File: config.mk
export PLATFORM = sky130hd
export DESIGN_NAME = lutram_bist
export DESIGN_NICKNAME = d
export VERILOG_FILES = /design/src/rtl/lutram_bist_pkg.sv /design/src/rtl/lutram_dp.sv /design/src/rtl/lutram_bist.sv
export SDC_FILE = /design/constraint.sdc
export NUM_CORES = 1
export LEC_CHECK = 0
export ABC_AREA = 1
export BUFFER_PORTS_ARGS = -buffer_cell sky130_fd_sc_hd__buf_2
export CORE_MARGIN = 2
export CORE_UTILIZATION = 24
export CTS_BUF_LIST = sky130_fd_sc_hd__clkbuf_8
export DETAILED_ROUTE_END_ITERATION = 7
export PLACE_DENSITY_LB_ADDON = 0.15
export SLEW_MARGIN = 30
export SYNTH_ARGS = -nofsm -noshare
export SYNTH_HDL_FRONTEND = slang
export SYNTH_SLANG_ARGS = --single-unit
File: constraint.sdc
create_clock -name clk_i -period 9.35 [get_ports clk_i]
set_clock_uncertainty 0.15 [all_clocks]
set_input_delay 0.935 -clock clk_i [delete_from_list [all_inputs] [get_ports clk_i]]
set_output_delay 0.935 -clock clk_i [all_outputs]
set_load 0.01 [all_outputs]
File: src/rtl/lutram_bist_pkg.sv
`default_nettype none
// +----------------------------------------------------------------------------+
// | lutram_bist_pkg : state encoding, pattern modes and pattern generator.     |
// | Revision 1.0                                                               |
// +----------------------------------------------------------------------------+
package lutram_bist_pkg;

  typedef enum logic [2:0] {
    S_IDLE  = 3'd0,
    S_CLEAR = 3'd1,
    S_WRITE = 3'd2,
    S_READ  = 3'd3,
    S_DONE  = 3'd4
  } state_t;

  localparam logic [1:0] PAT_ADDR_LSB   = 2'd0;
  localparam logic [1:0] PAT_ADDR_LSB_N = 2'd1;
  localparam logic [1:0] PAT_ADDR       = 2'd2;
  localparam logic [1:0] PAT_ADDR_N     = 2'd3;

  // Patterns are built at this width and truncated by the caller to D_WIDTH.
  localparam int PAT_W = 32;

  function automatic logic [PAT_W-1:0] pat(input logic [1:0] mode,
                                           input logic [PAT_W-1:0] addr);
    logic [PAT_W-1:0] r;
    case (mode)
      PAT_ADDR_LSB:   r = {PAT_W{addr[0]}};
      PAT_ADDR_LSB_N: r = ~{PAT_W{addr[0]}};
      PAT_ADDR:       r = addr;
      default:        r = ~addr;
    endcase
    return r;
  endfunction

endpackage
`default_nettype wire

File: src/rtl/lutram_dp.sv
`default_nettype none
// +----------------------------------------------------------------------------+
// | lutram_dp : dual-port distributed RAM, synchronous write, async SPO/DPO.   |
// | Revision 1.0                                                               |
// +----------------------------------------------------------------------------+
module lutram_dp #(
  parameter int A_WIDTH = 6,
  parameter int D_WIDTH = 1
) (
  input  logic               i_clk,
  input  logic               i_we,
  input  logic [A_WIDTH-1:0] i_a,
  input  logic [D_WIDTH-1:0] i_d,
  input  logic [A_WIDTH-1:0] i_dpra,
  output logic [D_WIDTH-1:0] o_spo,
  output logic [D_WIDTH-1:0] o_dpo
);

  // One column per data bit, each a 2**A_WIDTH x 1 dual-port LUT RAM.
  genvar b;
  generate
    for (b = 0; b < D_WIDTH; b++) begin : g_bit
      logic r_mem [2**A_WIDTH];

      always_ff @(posedge i_clk) begin
        if (i_we) begin
          r_mem[i_a] <= i_d[b];
        end
      end

      assign o_spo[b] = r_mem[i_a];
      assign o_dpo[b] = r_mem[i_dpra];
    end
  endgenerate

endmodule
`default_nettype wire

File: src/rtl/lutram_bist.sv
`default_nettype none
// +----------------------------------------------------------------------------+
// | lutram_bist : clear / write pattern / dual-port read-check BIST for LUTRAM.|
// | Revision 1.0                                                               |
// +----------------------------------------------------------------------------+
module lutram_bist
  import lutram_bist_pkg::*;
#(
  parameter int          A_WIDTH  = 6,
  parameter int          D_WIDTH  = 1,
  parameter logic [31:0] TICK_DIV = 32'h00FF_FFFF,
  parameter int          ECW      = 8
) (
  input  logic                   clk_i,
  input  logic                   rst_i,
  input  logic                   start_i,
  input  logic [1:0]             mode_i,
  input  logic                   inj_i,
  output logic                   busy_o,
  output logic                   done_o,
  output logic                   pass_o,
  output logic [ECW-1:0]         err_count_o,
  output logic [A_WIDTH-1:0]     first_err_addr_o,
  output logic [2*D_WIDTH-1:0]   q_o
);

  localparam logic [A_WIDTH-1:0] c_last     = '1;
  localparam logic [A_WIDTH-1:0] c_inj_addr = A_WIDTH'(2**(A_WIDTH-1));

  state_t               r_state, w_state_nxt;
  logic [A_WIDTH-1:0]   r_addr;
  logic [31:0]          r_tick;
  logic [1:0]           r_mode;
  logic                 r_inj;
  logic                 r_busy, r_done, r_pass, r_first_seen;
  logic [ECW-1:0]       r_err;
  logic [A_WIDTH-1:0]   r_first;

  logic                 w_active, w_tick, w_last, w_start, w_we;
  logic [A_WIDTH-1:0]   w_naddr;
  logic [D_WIDTH-1:0]   w_pat_s, w_pat_d, w_wdata, w_spo, w_dpo;
  logic                 w_mis_s, w_mis_d;
  logic [1:0]           w_inc;
  logic [ECW:0]         w_sum;
  logic [ECW-1:0]       w_err_nxt;

  assign w_active = (r_state == S_CLEAR) || (r_state == S_WRITE) || (r_state == S_READ);
  assign w_tick   = w_active && (r_tick == TICK_DIV - 32'd1);
  assign w_last   = (r_addr == c_last);
  assign w_start  = start_i && ((r_state == S_IDLE) || (r_state == S_DONE));
  assign w_naddr  = ~r_addr;

  assign w_pat_s  = D_WIDTH'(pat(r_mode, PAT_W'(r_addr)));
  assign w_pat_d  = D_WIDTH'(pat(r_mode, PAT_W'(w_naddr)));

  // Injected fault flips bit 0 of the mid-array word during WRITE only.
  assign w_wdata  = (r_state == S_CLEAR) ? '0 :
                    (r_inj && (r_addr == c_inj_addr)) ? (w_pat_s ^ D_WIDTH'(1)) : w_pat_s;
  assign w_we     = w_tick && ((r_state == S_CLEAR) || (r_state == S_WRITE));

  lutram_dp #(
    .A_WIDTH (A_WIDTH),
    .D_WIDTH (D_WIDTH)
  ) u_ram (
    .i_clk  (clk_i),
    .i_we   (w_we),
    .i_a    (r_addr),
    .i_d    (w_wdata),
    .i_dpra (w_naddr),
    .o_spo  (w_spo),
    .o_dpo  (w_dpo)
  );

  assign w_mis_s   = (w_spo != w_pat_s);
  assign w_mis_d   = (w_dpo != w_pat_d);
  assign w_inc     = {1'b0, w_mis_s} + {1'b0, w_mis_d};
  assign w_sum     = {1'b0, r_err} + (ECW+1)'(w_inc);
  assign w_err_nxt = w_sum[ECW] ? '1 : w_sum[ECW-1:0];

  always_ff @(posedge clk_i) begin
    if (rst_i) begin
      r_state <= S_IDLE;
    end else begin
      r_state <= w_state_nxt;
    end
  end

  always_comb begin
    w_state_nxt = r_state;
    case (r_state)
      S_IDLE, S_DONE: if (start_i)          w_state_nxt = S_CLEAR;
      S_CLEAR:        if (w_tick && w_last) w_state_nxt = S_WRITE;
      S_WRITE:        if (w_tick && w_last) w_state_nxt = S_READ;
      S_READ:         if (w_tick && w_last) w_state_nxt = S_DONE;
      default:                              w_state_nxt = S_IDLE;
    endcase
  end

  always_ff @(posedge clk_i) begin
    if (rst_i) begin
      r_addr       <= '0;
      r_tick       <= '0;
      r_mode       <= PAT_ADDR_LSB;
      r_inj        <= 1'b0;
      r_busy       <= 1'b0;
      r_done       <= 1'b0;
      r_pass       <= 1'b0;
      r_err        <= '0;
      r_first      <= '0;
      r_first_seen <= 1'b0;
    end else if (w_start) begin
      r_mode       <= mode_i;
      r_inj        <= inj_i;
      r_addr       <= '0;
      r_tick       <= '0;
      r_busy       <= 1'b1;
      r_done       <= 1'b0;
      r_pass       <= 1'b0;
      r_err        <= '0;
      r_first      <= '0;
      r_first_seen <= 1'b0;
    end else if (w_active) begin
      if (w_tick) begin
        r_tick <= '0;
        r_addr <= r_addr + 1'b1;
      end else begin
        r_tick <= r_tick + 32'd1;
      end
      if (w_tick && (r_state == S_READ)) begin
        r_err <= w_err_nxt;
        if ((w_inc != 2'd0) && !r_first_seen) begin
          r_first      <= r_addr;
          r_first_seen <= 1'b1;
        end
        // Final step's result must be folded into the verdict on the same edge.
        if (w_last) begin
          r_done <= 1'b1;
          r_pass <= (w_err_nxt == '0);
          r_busy <= 1'b0;
        end
      end
    end
  end

  assign busy_o           = r_busy;
  assign done_o           = r_done;
  assign pass_o           = r_pass;
  assign err_count_o      = r_err;
  assign first_err_addr_o = r_first;
  assign q_o              = {w_dpo, w_spo};

endmodule
`default_nettype wire

==> metrics.md <==
| Metric | Value |
|---|---|
| Overflow after GRT | 0 |
| Req. time, crit path | between 9 and 10 ns |
| TritonRoute pass-1 iters | 5 |
| Min-Delay Path Depth | 2 |
| M1 GR Usage | about 20% |
| Number of synthesized register bits | between 100 and 150 |
| Max Clk Rate | a little over 0.2 GHz |
| Cell Pwr Density | ~160 mW/mm^2 |
| WS Path Type | reg -> reg |
| Dpl ws | ~4.4 ns |
| R2r setup slk | approximately 4.4 ns |
| Actual slew at the worst max-slew pin | around 0.86 ns |
| Compound-cell area share of the yosys netlist | 5.96% |
| Max H-tree Level | 4 |
| Post-DR wirelength/cell | between 15 and 20 um |
| Post-CTS setup buffer count | 0 |
| DIE WIDTH | approximately 180 um |
| Synthesized area | 0.00737 sq mm |
| Final WS setup | between 4 and 5 ns |
| CTS tree | built |
| EDFF count, synth | 64 |
| Syn Area/Cell | between 6 and 7 sq um |
| Total Power | around 1.3 mW |
| Routed Antenna Nets | 0 |
| Diode count | 0 |
| Synth Area in XOR/XNOR | less than 1% |
| Run status | finished clean |
| Unrepaired setup endpoints after global routing | no |
| Worst hold slack | ~0.32 ns |
| # hold bufs at CTS | 0 |
| Placed cell area | about 0.008 sq mm |
| Netlist cell types | 35 |
| CP startpoint kind | flip-flop |
| Hold Crit Class | reg -> reg |
| R2R Path Start | r_addr[0]$_SDFFE_PP0P_ |
| Root Buffer | clkbuf_8 |
| Initial antenna violation count | 0 |
| Non-filler cells, final | approximately 1500 |
| Die Area | 0.0321 sq mm |
| Crit path DAT | a little over 5 ns |
| Final wirelength | between 20000 and 25000 um |
| Port Buffers | 23 |
| Placer Congestion | approximately 0.8 |
| Die Span Y | approximately 180 um |
| CTS buffer count | 17 |
| First-pass GRT wire length | around 36000 um |
| Setup TNS | 0 ns |
| Ys async rst share | 0% |
| CTS sink cnt | approximately 130 |
| Cell count of the worst reg-to-reg path | 26 |
| Synth Net Count | 1077 |
| Adder-cell share of the synthesized area | about 1.6% |
| Prevailing post-synth register cell | dfxtp_1 |
| Final Slew Violations | 0 |
| Met3 usage | 2.46% |
| Clock Latency Late Sink | about 0.46 ns |
| Placed insts | 1453 |
| Hold path endpoint | r_first_seen$_SDFFE_PP0P_ |
| Largest net degree at the start of global routing | 65 |
| VDD IR max | approximately 0.000083 V |
| Mux cell area share after synthesis | 0% |
| Worst-path maximum fanout | 44 |
| Vias in the first global route | approximately 6500 |
| Met2 Use GR | 24.4% |
| DRT iter0 DRCs | ~480 |
| Synth warnings | 0 |
| # rows | 64 |
| Max Cap Violations | 0 |
| IO Pins | 25 |
| Final setup viols | 0 |
| Critical Path End Type | flip-flop |
| Rel. slew slack | between 40% and 50% |
| Tmin final | 4.91 ns |
| DRC | 0 |
| Core Region | 0.0304 sq mm |
| Share of cells above drive strength 1 | under 10% |
| Period utilisation layout | 52.5% |
| Initial Utilization | between 20% and 30% |
| Area grow syn2layout | 13.0% |
| GR peak layer | met2 |
| Via-to-Cell Ratio | around 4.5 |
| Largest family of logic cells by synthesized area | simple AND/OR/NAND/NOR gates |
| Final hold viol count | 0 |
| Total track usage | approximately 15% |
| Worst hold start | r_first_seen$_SDFFE_PP0P_ |
| Static power due to leakage | around 3.3 nW |
| Post-layout instance area | ~0.0083 sq mm |
| Post-DP HPWL | around 15000 um |
| Clock-pin slew on the worst setup and hold paths | about 0.080 ns |
| Post_cts resized | 0 |
| Gate Count Post-Synth | approximately 1100 |
| Post-Synth Simple-Gate Area | between 40% and 50% |
| Final Util | between 20% and 30% |
| Reg-to-Reg End | pass_o$_SDFFE_PP0P_ |
| Via count | roughly 6700 |
| Clock tree buffer depth | 2 |
| Sequential fraction of the synthesis area | 44.3% |
| Final nets | ~1100 |
synthesized netlist by cell type (2+ instances only):
cell	instances	share of area, %
buf_4	2	0.20
ha_1	8	1.4
inv_1	90	4.6
and3_1	2	0.17
o21a_1	3	0.31
nor2_4	2	0.31
nor2_1	144	7.3
xor2_1	6	0.71
nor2_2	7	0.59
nand2_2	6	0.51
o21ai_0	31	2.1
inv_2	5	0.25
edfxtp_1	64	26
nand3_1	105	7.1
nand4_1	11	0.93
buf_2	12	0.81
dfxtp_1	67	18
buf_1	4	0.20
nand4_4	3	0.87
nor3b_1	2	0.20
nand2_1	373	19
clkbuf_1	20	1.0
nor3_1	37	2.5
a21oi_1	47	3.2
state kept, by name, indices dropped and copies added, names as in the netlist, named ones only:
name	count
u_ram.g_bit.r_mem	64
r_tick	32
err_count_o	8
first_err_addr_o	6
r_addr	6
r_state	3
busy_o	1
done_o	1
pass_o	1
r_first_seen	1
r_inj	1
r_mode	1
where the power goes:
part / switching (mW) / total [mW] / internal [mW] / leakage (nW)
registers: 0.00914 / 0.644 / 0.635 / 1.13
clock network: 0.245 / 0.533 / 0.288 / 0.208
logic: 0.119 / 0.155 / 0.0358 / 1.94
metal layers:
layer	share of wire, %	wire (um)	vias to the layer above
li1	-	-	3451
met1	49	11200	3151
met2	47	10800	93
met3	2.9	665	11
met4	0.83	189	0
met5	0	0	-
worst max-delay path, stage by stage (launching register included):
cell	delay [ns]
dfxtp_2	0.31
buf_4	0.50
inv_1	0.51
buf_4	0.39
nand2_1	0.09
a21oi_1	0.06
o21ai_0	0.24
nand2_1	0.11
nand2_1	0.06
nand2_1	0.05
nor2_1	0.19
nand2_1	0.13
nand2_1	0.07
nand2_1	0.06
ha_1	0.27
ha_1	0.16
inv_1	0.06
fa_1	0.40
inv_1	0.09
nand3_1	0.10
inv_1	0.10
nand2_1	0.21
nand3_1	0.18
nor2_1	0.05
nand2_1	0.07
o21a_1	0.11
nor2_1	0.04
layout make-up:
cell class / count / area [sq um]
fillers: 3393 / 22100
multi-input cells: 798 / 3600
flip-flops and latches: 131 / 3260
well taps: 396 / 495
inverters: 95 / 357
clock buffers: 17 / 234
clock inverters: 15 / 193
repair buffers: 33 / 190
cells in the final DEF (no fill, tap or decap), drive strengths merged, types with 2 or more instances in the layout:
master and instances:
a21oi 47, and3 2, buf 33, bufinv 4
clkbuf 17, clkinv 5, clkinvlp 4, dfxtp 67
edfxtp 64, ha 8, inv 97, nand2 379
nand3 106, nand4 14, nor2 154, nor3 38
nor3b 2, o21a 3, o21ai 32, xor2 6
worst max path at each step:
stage	start	end	cells past startpoint
floorplan	r_addr[0]$_SDFFE_PP0P_	u_ram.g_bit[0].r_mem[0]$_DFFE_PP_	7
global placement	r_addr[0]$_SDFFE_PP0P_	pass_o$_SDFFE_PP0P_	26
detailed placement	r_addr[0]$_SDFFE_PP0P_	pass_o$_SDFFE_PP0P_	26
CTS	r_addr[0]$_SDFFE_PP0P_	pass_o$_SDFFE_PP0P_	26
global route	r_addr[0]$_SDFFE_PP0P_	pass_o$_SDFFE_PP0P_	26
finish	r_addr[0]$_SDFFE_PP0P_	pass_o$_SDFFE_PP0P_	26
kinds of logic after synthesis:
kind of cell,count (synthesis)
AOI/OAI and AO/OA,85
xor gates and xnor gates,7
adders and majority gates,9
buffers and inverters,133
DFF,131
and+or+nand+nor,697
No activity file was read; power rests on OpenSTA's default activity.
